===== config.mk =====
export PLATFORM = sky130hd
export DESIGN_NAME = seg7_scan_driver
export DESIGN_NICKNAME = d
export VERILOG_FILES = /design/src/rtl/seg7_scan_driver.sv
export SDC_FILE = /design/constraint.sdc
export NUM_CORES = 1
export LEC_CHECK = 0
export CORE_MARGIN = 2
export CORE_UTILIZATION = 40
export CTS_BUF_LIST = sky130_fd_sc_hd__clkbuf_4
export CTS_CLUSTER_DIAMETER = 120
export DETAILED_ROUTE_END_ITERATION = 10
export PLACE_DENSITY = 0.6
export SLEW_MARGIN = 10
export SYNTH_ARGS = -nofsm -noshare
export SYNTH_HDL_FRONTEND = slang
export SYNTH_SLANG_ARGS = --single-unit

===== constraint.sdc =====
create_clock -name clk -period 6.5 [get_ports clk]
set_input_delay 1.3 -clock clk [delete_from_list [all_inputs] [get_ports clk]]
set_output_delay 1.3 -clock clk [all_outputs]
set_load 0.02 [all_outputs]

===== src/rtl/seg7_scan_driver.sv =====
// Multiplexed 4-digit common-anode 7-segment scan driver with per-frame digit snapshot and blank interval.
// Optional leading-zero blanking is compiled in when SEG_LZ_BLANK_EN is defined.
module seg7_scan_driver #(
  parameter int REFRESH_DIV  = 100000,
  parameter int BLANK_CYCLES = 1000,
  parameter int DP_DIGIT     = 2
) (
  input  logic       clk,
  input  logic       reset,
  input  logic       en,
  input  logic [3:0] s0,
  input  logic [3:0] s1,
  input  logic [3:0] s2,
  input  logic [3:0] s3,
  output logic [3:0] an,
  output logic [6:0] seg,
  output logic       dp
);

  localparam int CNT_W = (REFRESH_DIV > 2) ? $clog2(REFRESH_DIV) : 1;
  localparam logic [CNT_W-1:0] CNT_LAST  = CNT_W'(REFRESH_DIV - 1);
  localparam logic [CNT_W-1:0] CNT_BLANK = CNT_W'(BLANK_CYCLES);
  localparam logic [1:0]       DP_IDX    = 2'(DP_DIGIT);

  typedef enum logic {BLANK, DRIVE} phase_t;

  logic [CNT_W-1:0] cnt_q, cnt_d;
  logic [1:0]       idx_q, idx_d;
  logic [3:0]       snap_q [4];
  logic [3:0]       snap_d [4];
  logic [3:0]       an_q, an_d;
  logic [6:0]       seg_q, seg_d;
  logic             dp_q, dp_d;
  phase_t           phase;
  logic [3:0]       cur_digit;
  logic             lz_blank;

  function automatic logic [6:0] bcd_to_seg(input logic [3:0] v);
    case (v)
      4'd0:    bcd_to_seg = 7'h40;
      4'd1:    bcd_to_seg = 7'h79;
      4'd2:    bcd_to_seg = 7'h24;
      4'd3:    bcd_to_seg = 7'h30;
      4'd4:    bcd_to_seg = 7'h19;
      4'd5:    bcd_to_seg = 7'h12;
      4'd6:    bcd_to_seg = 7'h02;
      4'd7:    bcd_to_seg = 7'h78;
      4'd8:    bcd_to_seg = 7'h00;
      4'd9:    bcd_to_seg = 7'h10;
      default: bcd_to_seg = 7'h3F;
    endcase
  endfunction

  assign phase     = (cnt_q < CNT_BLANK) ? BLANK : DRIVE;
  assign cur_digit = snap_q[idx_q];

`ifdef SEG_LZ_BLANK_EN
  // A digit is a leading zero when it and every more significant digit are zero.
  always_comb begin
    lz_blank = 1'b0;
    case (idx_q)
      2'd3:    lz_blank = (snap_q[3] == 4'd0);
      2'd2:    lz_blank = (snap_q[3] == 4'd0) && (snap_q[2] == 4'd0);
      2'd1:    lz_blank = (snap_q[3] == 4'd0) && (snap_q[2] == 4'd0) && (snap_q[1] == 4'd0);
      default: lz_blank = 1'b0;
    endcase
  end
`else
  assign lz_blank = 1'b0;
`endif

  // Disabling parks the scan at cnt=0, idx=0, so the first enabled cycle is always a frame start.
  always_comb begin
    cnt_d  = cnt_q;
    idx_d  = idx_q;
    snap_d = snap_q;
    an_d   = 4'hF;
    seg_d  = 7'h7F;
    dp_d   = 1'b1;
    if (!en) begin
      cnt_d = '0;
      idx_d = 2'd0;
    end else begin
      if (cnt_q == '0 && idx_q == 2'd0) begin
        snap_d[0] = s0;
        snap_d[1] = s1;
        snap_d[2] = s2;
        snap_d[3] = s3;
      end
      if (cnt_q == CNT_LAST) begin
        cnt_d = '0;
        idx_d = idx_q + 2'd1;
      end else begin
        cnt_d = cnt_q + CNT_W'(1);
      end
      if (phase == DRIVE) begin
        an_d  = ~(4'b0001 << idx_q);
        seg_d = lz_blank ? 7'h7F : bcd_to_seg(cur_digit);
        dp_d  = (idx_q != DP_IDX);
      end
    end
  end

  always_ff @(posedge clk) begin
    if (reset) begin
      cnt_q  <= '0;
      idx_q  <= 2'd0;
      snap_q <= '{4'd0, 4'd0, 4'd0, 4'd0};
      an_q   <= 4'hF;
      seg_q  <= 7'h7F;
      dp_q   <= 1'b1;
    end else begin
      cnt_q  <= cnt_d;
      idx_q  <= idx_d;
      snap_q <= snap_d;
      an_q   <= an_d;
      seg_q  <= seg_d;
      dp_q   <= dp_d;
    end
  end

  assign an  = an_q;
  assign seg = seg_q;
  assign dp  = dp_q;

endmodule


==> impl_metrics.yaml <==
status:
  status: "completed"
synth:
  synth_flop_cell: "dfxtp_1"
  synth_enable_flop_cells: 0
  postSynthNetCount: 270
  yosys.cell_types.count: 37
  synth.avg_cell_area_um2: 8.889
  cell_with_the_most_instances_after_synthesis: "dfxtp_1"
  post_synth_most_frequent_cells: "46 x dfxtp_1, 26 x a21oi_1, 25 x o21ai_0"
  synthesis.instances: 240
  ys_ff_latch: 46
  synth_seq_area_share_pct: 43.17
  synthesis.area_mm2: 0.002133
  netlist_top_cells_area: "dfxtp_1 43%, ha_1 6.5%, a21oi_1 6.1%, o21ai_0 5.9%, nand3_1 5.6%"
  asyncSetResetFlopFracSynth_pct: 0
  portion_of_synthesized_cell_area_occupied_by_the_leading_cell_type_pct: 43.17
  yosys.area.top_type: "dfxtp_1"
  yosys_warnings: 0
setup_path:
  cp_slowest_stage_delay_ps: 720
  worst_ep_required_time_ps: 6700
  worst_reg2reg_path_length_in_cells: 7
  timing.critical_path.slowest_stage_cell: "clkdlybuf4s50_1"
  critPathArrivalTime_ps: 3170
  critical_path.startpoint: "reset"
  kind_of_end_point_of_the_critical_path: "flip-flop"
  crit_type: "in2reg"
  critical_path_peak_fanout: 17
  timing.critical_path.cells: "clkdlybuf4s50_1 > nand2b_1 > a31oi_1 > o21ai_0"
  worstSetupStartpointType: "input port"
  endpoint: "seg[0]$_SDFF_PP1_"
  r2r_setup_slack_ps: 4270
  r2r-start: "idx_q[0]$_SDFFE_PP0N_"
  r2r-end: "seg[5]$_SDFF_PP1_"
timing:
  final-max-slew-violation-count: 0
  clock_skew_ps: 12.38
  accumulated_negative_setup_slack_ps: 0
  timing.final.crit_share_pct: 45.62
  rsz0062_at_grt: "no"
  slew_headroom_pct: 48.05
  report.final.hold_viol_count: 0
  tightest_slew_ps: 775.6
  timing.fmax_mhz: 337.2
  finalCriticalPeriod_ps: 2965
  timing.final.setup_violations: 0
clocking:
  worst_setup_hold_path_clk_slew_ps: 130
  tritoncts: "done"
  htreeDepth: 2
  hold_buffers: 0
  worstSkewPairLatency_ps: 360
  max-clock-path-buffers: 2
  cts_buffers: 5
  cts-root-buf: "clkbuf_4"
  clkSinkCount: 46
  cts.repair_timing.setup_buffer_count: 0
  post_cts_resize_count: 0
job:
  maxCapViolations: 0
final_layout:
  antennaDiodeCount: 0
  area_delta_synth_final_pct: 18.83
  layout.filler_cells: 519
  nNetsFinal: 294
  final_core_utilization_pct: 49.32
  drive_gt1_share_pct: 6.061
floorplan:
  floorplan.core_area_mm2: 0.005140
  chipHeight_um: 77.03
  fp.dieW_um: 77.03
  die_ar_mm2: 0.005934
  start_util_pct: 41.50
  rows: 26
  io_pins: 31
drt:
  route.vias.total: 1729
  routed_len_inst_um: 12.75
  route.antenna.remaining_nets: 0
  iteration_count_of_the_initial_detailed_routing_pass: 4
  drt_iter0_markers: 81
  drc: 0
  route.detailed.vias_per_inst: 5.177
  detail_route.wirelength_um: 4258
power:
  static-leakage-power_nw: 0.8768
  vdd_ir_drop_max_mv: 0.09391
  pwr_density_cell_mw_per_mm2: 197.7
grt:
  grt_usage_pct: 15.87
  antenna_found_initial: 0
  grt_pass1_wl_um: 7638
  overflow: 0
  first_global_vias: 1662
  pin_count_of_the_biggest_net_entering_global_routing: 22
hold_path:
  holdCritPathClass: "reg2reg"
placed_design:
  port_buffers: 30
  dpl.hpwl_um: 2916
  place.gp.congestion: 0.7945
[layout make-up]
cell class	count	area, um^2	area share, %
clock buffers	5	37.54	1.481
clock inverters	2	33.78	1.333
inverters	10	37.54	1.481
multi-input cells	170	1110	43.78
flip-flops and latches	46	920.9	36.33
well taps	70	87.58	3.455
repair buffers	31	307.8	12.14
[worst max-delay path, delay by kind of cell]
| family | cells | cell delay, ps |
|---|---|---|
| compound gates | 2 | 810 |
| buf+inv | 1 | 720 |
| simple gates | 1 | 340 |
[how the worst min path moves through the flow]
stage	startpoint	endpoint	slack [ps]	cells after the start
after global routing	snap_q[3]$_SDFFE_PP0P_	snap_q[3]$_SDFFE_PP0P_	500	2
after CTS	snap_q[1]$_SDFFE_PP0P_	snap_q[1]$_SDFFE_PP0P_	480	2
after floorplan	cnt_q[0]$_SDFF_PP0_	cnt_q[0]$_SDFF_PP0_	440	1
after detailed placement	snap_q[4]$_SDFFE_PP0P_	snap_q[4]$_SDFFE_PP0P_	460	2
after global placement	snap_q[4]$_SDFFE_PP0P_	snap_q[4]$_SDFFE_PP0P_	460	2
final	snap_q[1]$_SDFFE_PP0P_	snap_q[1]$_SDFFE_PP0P_	480	2
[placed cells by master, fill, tap and decap left out]
cell	count
a21oi_1	26
nor3_1	2
o21ai_0	25
a31oi_1	1
o21a_1	1
mux4_2	4
and3_1	1
clkbuf_4	5
nand3_1	24
buf_4	1
nor4_2	1
or4_4	1
o21bai_2	1
and4_1	3
clkdlybuf4s50_1	30
inv_1	10
bufinv_16	1
or2_1	1
xnor2_1	4
o211ai_1	1
nor2_1	16
or4_1	2
xor2_1	8
and4b_1	2
nand2b_1	2
nand4_1	6
nor2b_1	4
dfxtp_1	46
clkinv_1	1
o31ai_1	2
or3_1	4
o22ai_1	1
nand2_1	8
nor4_1	4
or2_2	2
ha_1	11
and2_1	2
[power breakdown]
group	total (mW)	switching, mW	internal (mW)
Sequential	0.292	0.00320	0.289
Combinational	0.0439	0.0212	0.0227
Clock	0.166	0.0877	0.0779
[metal layers]
layer	global-route usage, %	wire length, um
met1	21.18	2144
met2	24.65	1891
met3	4.471	169
met4	5.536	51
met5	0	0
[stage by stage]
stage               instance area [um^2]  instances  setup WS, ps  hold slack, ps  power [mW]
floorplan                           2133        240          4088           437.7      0.3250
global placement                    2464        327          3184           459.1      0.3418
detailed placement                  2464        327          3134           464.5      0.3419
CTS                                 2535        334          3540           482.0      0.5083
global route                        2535        334          3371           498.9      0.5278
finish                              2535        334          3535           479.9      0.5012
[flip-flops by register name (all words and copies together) (netlist names)]
register and count:
cnt_q 17, snap_q 16, seg 7, an 4
idx_q 2
[kinds of logic (layout without fill, tap and decap cells)]
family	after synthesis	count (layout)	share of synthesized area, %
AOI/OAI and AO/OA	58	58	14.49
DFF	46	46	43.17
xor gates and xnor gates	12	12	4.927
adders and majority gates	11	11	6.452
and+or+nand+nor	85	85	21.94
buffers and inverters	24	48	4.809
muxes	4	4	4.223
Power figures use the tool's default switching activity.
